--- config.mk ---
export PLATFORM = sky130hd
export DESIGN_NAME = tdc_rx_merge
export DESIGN_NICKNAME = d
export VERILOG_FILES = /design/src/rtl/tdc_rx_merge.sv
export SDC_FILE = /design/constraint.sdc
export NUM_CORES = 1
export LEC_CHECK = 0
export ABC_AREA = 1
export ABC_CLOCK_PERIOD_IN_PS = 3600
export CAP_MARGIN = 15
export CORE_ASPECT_RATIO = 2
export CORE_MARGIN = 3
export CORE_UTILIZATION = 45
export CTS_BUF_LIST = sky130_fd_sc_hd__clkbuf_8 sky130_fd_sc_hd__clkbuf_16
export DETAILED_ROUTE_END_ITERATION = 10
export MAX_ROUTING_LAYER = met4
export PLACE_DENSITY = 0.88
export SLEW_MARGIN = 10
export SYNTH_ARGS = -nofsm -noshare
export SYNTH_HDL_FRONTEND = slang
export SYNTH_SLANG_ARGS = --single-unit
--- constraint.sdc ---
create_clock -name BUS_CLK -period 3.6 [get_ports BUS_CLK]
set_input_delay 0.36 -clock BUS_CLK [delete_from_list [all_inputs] [get_ports BUS_CLK]]
set_output_delay 0.36 -clock BUS_CLK [all_outputs]
set_load 0.05 [all_outputs]
--- src/rtl/tdc_rx_merge.sv ---
// Round-robin merge of N_CH FWFT TDC receiver FIFOs into one tagged FWFT stream.
// Optional per-grant bursting is enabled with the TDC_MERGE_BURST_EN macro.
module tdc_rx_merge #(
  parameter int N_CH       = 4,
  parameter int DATA_WIDTH = 32,
  parameter int ID_WIDTH   = 2,
  parameter int MAX_BURST  = 8
) (
  input  logic                       BUS_CLK,
  input  logic                       BUS_RST_N,
  input  logic [N_CH-1:0]            CH_ENABLE,
  input  logic [N_CH-1:0]            IN_EMPTY,
  input  logic [N_CH*DATA_WIDTH-1:0] IN_DATA,
  output logic [N_CH-1:0]            IN_READ,
  input  logic                       OUT_READ,
  output logic                       OUT_EMPTY,
  output logic [DATA_WIDTH-1:0]      OUT_DATA,
  output logic                       OUT_RD_ERR,
  output logic [31:0]                WORD_CNT
);

  localparam int AW = $clog2(N_CH * DATA_WIDTH);

  if (N_CH < 2 || N_CH > 16 || (2 ** ID_WIDTH) < N_CH || DATA_WIDTH <= ID_WIDTH
      || MAX_BURST < 1 || MAX_BURST > 255) begin : g_bad_params
    $error("tdc_rx_merge: illegal parameter combination");
  end

  logic [DATA_WIDTH-1:0] mem_q [2];
  logic                  wr_ptr_q, rd_ptr_q;
  logic [1:0]            cnt_q, cnt_d;
  logic [ID_WIDTH-1:0]   last_q;
  logic [31:0]           word_cnt_q;
  logic                  rd_err_q;

  logic [N_CH-1:0]       req, rot;
  logic                  space, pop, push, found;
  logic [ID_WIDTH-1:0]   off, rr_idx, grant_idx;
  logic [31:0]           rr_sum;
  logic [AW-1:0]         base;
  logic [DATA_WIDTH-1:0] push_word;

`ifdef TDC_MERGE_BURST_EN
  logic [7:0] burst_q, burst_d;
  logic       req_last, hold;
`endif

  always_comb begin
    req   = CH_ENABLE & ~IN_EMPTY;
    space = (cnt_q < 2'd2) | ((cnt_q == 2'd2) & OUT_READ);
    pop   = OUT_READ & (cnt_q != 2'd0);

    // Rotate requests so bit 0 is last_grant+1; first set bit is the round-robin winner.
    rot   = N_CH'({req, req} >> (32'(last_q) + 32'd1));
    found = 1'b0;
    off   = '0;
    for (int unsigned i = 0; i < N_CH; i++) begin
      if (!found && rot[i]) begin
        found = 1'b1;
        off   = ID_WIDTH'(i);
      end
    end
    rr_sum = 32'(last_q) + 32'd1 + 32'(off);
    if (rr_sum >= 32'(N_CH)) begin
      rr_sum = rr_sum - 32'(N_CH);
    end
    rr_idx = ID_WIDTH'(rr_sum);

`ifdef TDC_MERGE_BURST_EN
    req_last  = |(req & (N_CH'(1) << last_q));
    hold      = (burst_q != 8'd0) && (burst_q < 8'(MAX_BURST)) && req_last;
    grant_idx = hold ? last_q : rr_idx;
    push      = space & (hold | found);
    burst_d   = burst_q;
    if (push) begin
      burst_d = hold ? burst_q + 8'd1 : 8'd1;
    end else if (!req_last) begin
      burst_d = 8'd0;
    end
`else
    grant_idx = rr_idx;
    push      = space & found;
`endif

    base      = AW'(32'(grant_idx) * 32'(DATA_WIDTH));
    push_word = {grant_idx, IN_DATA[base +: DATA_WIDTH-ID_WIDTH]};
    IN_READ   = push ? (N_CH'(1) << grant_idx) : '0;
    cnt_d     = cnt_q + {1'b0, push} - {1'b0, pop};
  end

  // With cnt==2 and a simultaneous push/pop, wr_ptr equals rd_ptr: the slot being vacated is refilled.
  always_ff @(posedge BUS_CLK) begin
    if (!BUS_RST_N) begin
      mem_q[0]   <= '0;
      mem_q[1]   <= '0;
      wr_ptr_q   <= 1'b0;
      rd_ptr_q   <= 1'b0;
      cnt_q      <= 2'd0;
      last_q     <= ID_WIDTH'(N_CH - 1);
      word_cnt_q <= '0;
      rd_err_q   <= 1'b0;
`ifdef TDC_MERGE_BURST_EN
      burst_q    <= 8'd0;
`endif
    end else begin
      if (push) begin
        mem_q[wr_ptr_q] <= push_word;
        wr_ptr_q        <= ~wr_ptr_q;
        last_q          <= grant_idx;
        word_cnt_q      <= word_cnt_q + 32'd1;
      end
      if (pop) begin
        rd_ptr_q <= ~rd_ptr_q;
      end
      cnt_q    <= cnt_d;
      rd_err_q <= OUT_READ & (cnt_q == 2'd0);
`ifdef TDC_MERGE_BURST_EN
      burst_q  <= burst_d;
`endif
    end
  end

  assign OUT_EMPTY  = (cnt_q == 2'd0);
  assign OUT_DATA   = mem_q[rd_ptr_q];
  assign OUT_RD_ERR = rd_err_q;
  assign WORD_CNT   = word_cnt_q;

endmodule

Yosys cells after proc, flatten, opt, wreduce, memory -nomap -nowiden

Memories as Yosys holds them, arrays and structs flattened. A register that Yosys moved wholly into a read port is not among the register bits.
Index checks and enable logic that the tools add are counted.

Bits in writable memories: 64
Register bits: 39
Output and inout port bits: 70
Memories kept: 1
Bits of input ports: 139

Multiplexer cells: 18
Reduce and logical (&&, ||, !) cells: 9
$lt $le $gt $ge: 2
$add $sub $neg: 6
Bitwise logic cells: 9
Shift-type cells: 3
Equal/unequal tests: 1

Memories:

| name  | words | width | read ports | clocked after memory_dff | write ports | RTL line | RTL |
|---|---|---|---|---|---|---|---|
| mem_q | 2     | 32    | 1          | 1                        | 2           | 29       | `logic [DATA_WIDTH-1:0] mem_q [2];` |

Operators by type and width:

| kind                    | number |
|---|---|
| $shiftx A128 B8 Y30     | 1 |
| $add A32 B1 Y32 const B | 1 |
| $mux W32                | 1 |
| $reduce_or A32 Y1       | 1 |
| $shr A8 B32 Y4          | 1 |
| $mux W1                 | 13 |
| $mux W2                 | 3 |
| $add A3 B2 Y4           | 1 |
| $and A1 B1 Y1           | 4 |
| $and A4 B4 Y4           | 1 |
| $ge A4 B3 Y1 const B    | 1 |
| $mux W4                 | 1 |
| $not A4 Y4              | 1 |
| $shl A1 B2 Y4 const A   | 1 |
| $add A2 B1 Y3 const B   | 1 |
| $logic_and A1 B1 Y1     | 3 |
| $logic_not A1 Y1        | 3 |
| $add A2 B1 Y2           | 1 |
| $eq A2 B2 Y1 const B    | 1 |
| $logic_not A2 Y1        | 1 |
| $lt A2 B2 Y1 const B    | 1 |
| $not A1 Y1              | 2 |
| $reduce_bool A2 Y1      | 1 |
| $sub A2 B1 Y2           | 1 |
| other kinds (2)         | 2 |

Logic depth before layout (Yosys ltp)

Depth in word-level cells: 19
Mapped depth: 16
Mapped depth without buffers: 15

Worst setup path before layout

No wires, ideal clock.

Path kind: register to output
Start: register last_q[0]
End: output IN_READ[0]
Cell stages (with the launch flop): 13
Buffers on the path: 2
Slack: 0.271 ns
Arrival: 2.969 ns
Required time: 3.240 ns
Path through: dfxtp_1 > inv_2 > nand3_1 > nand3_1 > nand2_2 > nand3_1 > nand2_1 > nand2_1 > ha_1 > buf_2 > clkbuf_1 > inv_1 > nor3_1

Longest elaborated chain between the ends: 17
Elaborated cells on any way between the ends: 22
Those cells by class: 3 x add/sub; 1 x order compare; 2 x shift; 9 x mux; 1 x bitwise; 6 x reduce/logical

RTL lines:

| item                                          | RTL line | RTL |
|---|---|---|
| from (decl)                                   | 32       | `logic [ID_WIDTH-1:0] last_q;` |
| from (signal assigned)                        | 99       | `last_q <= ID_WIDTH'(N_CH - 1);` |
| from (signal assigned)                        | 109      | `last_q <= grant_idx;` |
| $add A2 B1 Y3 *                               | 54, 63   |  |
| $shr A8 B32 Y4                                | 54       | `rot = N_CH'({req, req} >> (32'(last_q) + 32'd1));` |
| $mux W1                                       | 58       | `if (!found && rot[i]) begin` |
| $logic_not A1 Y1                              | 58       |  |
| $logic_and A1 B1 Y1                           | 58       |  |
| $mux W1                                       | 58       |  |
| $logic_not A1 Y1                              | 58       |  |
| $logic_and A1 B1 Y1                           | 58       |  |
| $mux W1                                       | 58       |  |
| $logic_not A1 Y1                              | 58       |  |
| $logic_and A1 B1 Y1                           | 58       |  |
| $mux W2                                       | 58       |  |
| $add A3 B2 Y4                                 | 63       | `rr_sum = 32'(last_q) + 32'd1 + 32'(off);` |
| $ge A4 B3 Y1 or $sub A2 B1 Y2 (tied branches) | 64, 65   |  |
| $mux W2                                       | 64       | `if (rr_sum >= 32'(N_CH)) begin` |
| $shl A1 B2 Y4                                 | 87       | `IN_READ = push ? (N_CH'(1) << grant_idx) : '0;` |
| $mux W4 *                                     | 87       |  |
| to (decl)                                     | 14       | `output logic [N_CH-1:0] IN_READ,` |

Mark *: on every way between the ends. The rest lies on a longest branch, timed or not.

Final worst setup path

Start: register last_q[0]
End: output IN_READ[2]

Same word-level chain as after synthesis.

==> metrics <==
status=completed; CTS tree=built; crit-path leading delay family=simple AND/OR/NAND/NOR gates; final hold vios=0; ant diodes=0; nets=between 1k and 1.5k; Worst-Margin Slew=approximately 1.1 ns; Setup TNS=0 ns; detailed-route DRC error count=0; Root Driver=clkbuf_16; clock-pin slew on the worst setup and hold paths=around 0.070 ns; power per cell area=between 900 and 1000 mW/mm²; Mapped Nets=around 870; Rows=approximately 60; slowest stage delay, CP=0.43 ns; P&R area growth vs syn=39.3%; first-pass GRT wire length=between 20 and 30 mm; core area=approximately 0.013 mm²; RSZ-0062 raised after global routing=false; pin count of the biggest net entering global routing=62; critical path peak fanout=6; fin crit period=approximately 3 ns; antenna violations before repair=0; DR vias/cell=roughly 5.3; Slew HR=28.1%; fin worst setup slack=between 0.6 and 0.7 ns; period utilization=around 83%; routability congestion estimate=between 0.9 and 1; die area=~0.015 mm²; Clock Skew=between 0.008 and 0.009 ns; H-Tree Depth=3; drt wl/cell=17.4 µm; Max-Cap Viols=0; worst path cell trace=inv_2, nand3_1, nand3_1, nand2_2, nand3_1, nand2_1, nand2_1, ha_4, xor2_1, inv_1, nand3_1, nand2_2, inv_1, nand2_1, nor2_1, buf_4; VDD IR max=just over 0.8 mV; Setup WS pre-CTS=0.639 ns; commonest non-fill, non-tap cell in the layout=clkdlybuf4s50_1; drt first-iter violations=roughly 300; Syn Area/Cell=~8.5 µm²; Crit-path slowest cell=dfxtp_1; clk_lat worst skew=0.33 ns; hold_buf cts=0; Die H=171 µm; port buffer count=200; yosys warns=0; Max Clk Rate=roughly 330 MHz; post-route antenna net violation count=0; Synth Cell Area=0.00613 mm²; footprint of the multi-input gates=around 0.0031 mm²; max-slew violations=0; Die W=88.5 µm; DR vias=5680; GRT Residual Overflow=0; register bit total from synthesis=104; Initial DRT Pass Iterations=6; Ports=between 200 and 250; PostCTS Resize Cnt=0; Final setup violation count=0; Buf+Inv Stages, Crit Path=4; number of CTS-inserted buffers=9; HP Class=reg -> reg; CP most frequent cell=nand3_1; WP data arrival=~2.6 ns; Clock Tree Buf Depth=2; Critical Path End Type=output pin; vias in the first global route=5660; share of layout cells above drive strength 1=around 8.6%; leak pwr=~3.5 nW; Initial Util=between 40% and 50%; sequential-to-total area share from yosys stat=between 40% and 50%; Sequential Area=approximately 0.0027 mm²; Setup CP Type=reg -> out; HPWL after DPL=around 14 mm; wirelength, routed=roughly 19 mm; Sink Count=roughly 100; Critical Path RT=~3.2 ns; filler cell count=around 1.1k; Synth cell types=26; total track usage=24.7%; Mapped Cells=724; most frequent cells in the layout=clkdlybuf4s50_1, nand2_1, nor2_1; setup bufs post-CTS=0; Startpoint Class=flop
metal layers:
| metal | GRT usage [%] | up-vias | share of wire (%) |
|---|---|---|---|
| li1 | - | 2799 | - |
| met1 | 24.5 | 2586 | 34 |
| met2 | 45.5 | 244 | 56 |
| met3 | 2.94 | 51 | 6.1 |
| met4 | 12.8 | 0 | 4.6 |
| met5 | - | - | 0 |
sequential cells by signal, indices dropped and copies added (netlist names), named ones only:
name	flops
OUT_RD_ERR	1
WORD_CNT	32
cnt_q	2
last_q	2
mem_q	64
rd_ptr_q	1
wr_ptr_q	1
power by group:
group	leakage [nW]	internal (mW)	switching, mW	total (mW)
Sequential	0.999	1.72	0.119	1.84
Combinational	2.34	1.87	3.35	5.22
Clock	0.149	0.547	0.447	0.994
Total	3.49	4.14	3.91	8.06
cell type report:
cell class | instances | area share [%]
tap | 152 | 2.23
multi-input combinational | 559 | 36.4
clock buffer | 9 | 2.64
clock inverter | 7 | 0.923
timing repair buffer | 214 | 25.0
sequential | 104 | 31.9
inverter | 21 | 0.923
synthesized netlist by cell type, drive strengths merged:
cell	n	area (µm²)
edfxtp	64	1920
nor4	1	6.26
nand3b	4	30.0
clkbuf	12	45.0
buf	28	188
o21ai	5	25.0
o21a	1	7.51
nand4	1	21.3
dfxtp	40	801
inv	21	78.8
a21oi	34	170
nand3	73	370
nand2	191	737
xor2	21	184
ha	4	50.1
nor2	118	443
xnor2	6	52.6
nor3	8	40.0
mux2i	60	601
mux2	32	360
logic make-up (layout without fill, tap and decap cells):
| kind of cell | after synthesis | in the layout | share of synthesized area, % |
|---|---|---|---|
| flip-flops | 104 | 104 | 44.4 |
| AO/OA/AOI/OAI | 40 | 40 | 3.31 |
| XOR/XNOR | 27 | 27 | 3.86 |
| adder cells (fa/ha/maj) | 4 | 4 | 0.816 |
| buffers and inverters | 61 | 251 | 5.08 |
| AND/OR/NAND/NOR | 396 | 396 | 26.9 |
| multiplexers | 92 | 92 | 15.7 |
stage by stage:
step	utilization [%]	power, mW	hold slack [ns]	cell area [µm²]	instances
2_1_floorplan	-	5.69	0.426	6130	724
3_3_place_gp	62.7	6.96	0.436	8240	1050
5_1_grt	65.0	8.52	0.483	8540	1066
4_1_cts	65.0	8.11	0.465	8540	1066
3_5_place_dp	62.7	7.11	0.446	8240	1050
6_report	65.0	8.06	0.470	8540	1066
path summary, 6_finish.rpt:
path / startpoint / endpoint / slack, ns / cells past startpoint
setup / recovery: last_q[0] / IN_READ[2] / 0.60 / 16
hold reg to reg: rd_ptr_q / flop / 0.47 / 1
hold / removal: rd_ptr_q / flop / 0.47 / 1
setup reg to reg: last_q[0] / mem_q[1][25] / 0.99 / 13
No activity file was read; power rests on OpenSTA's default activity.
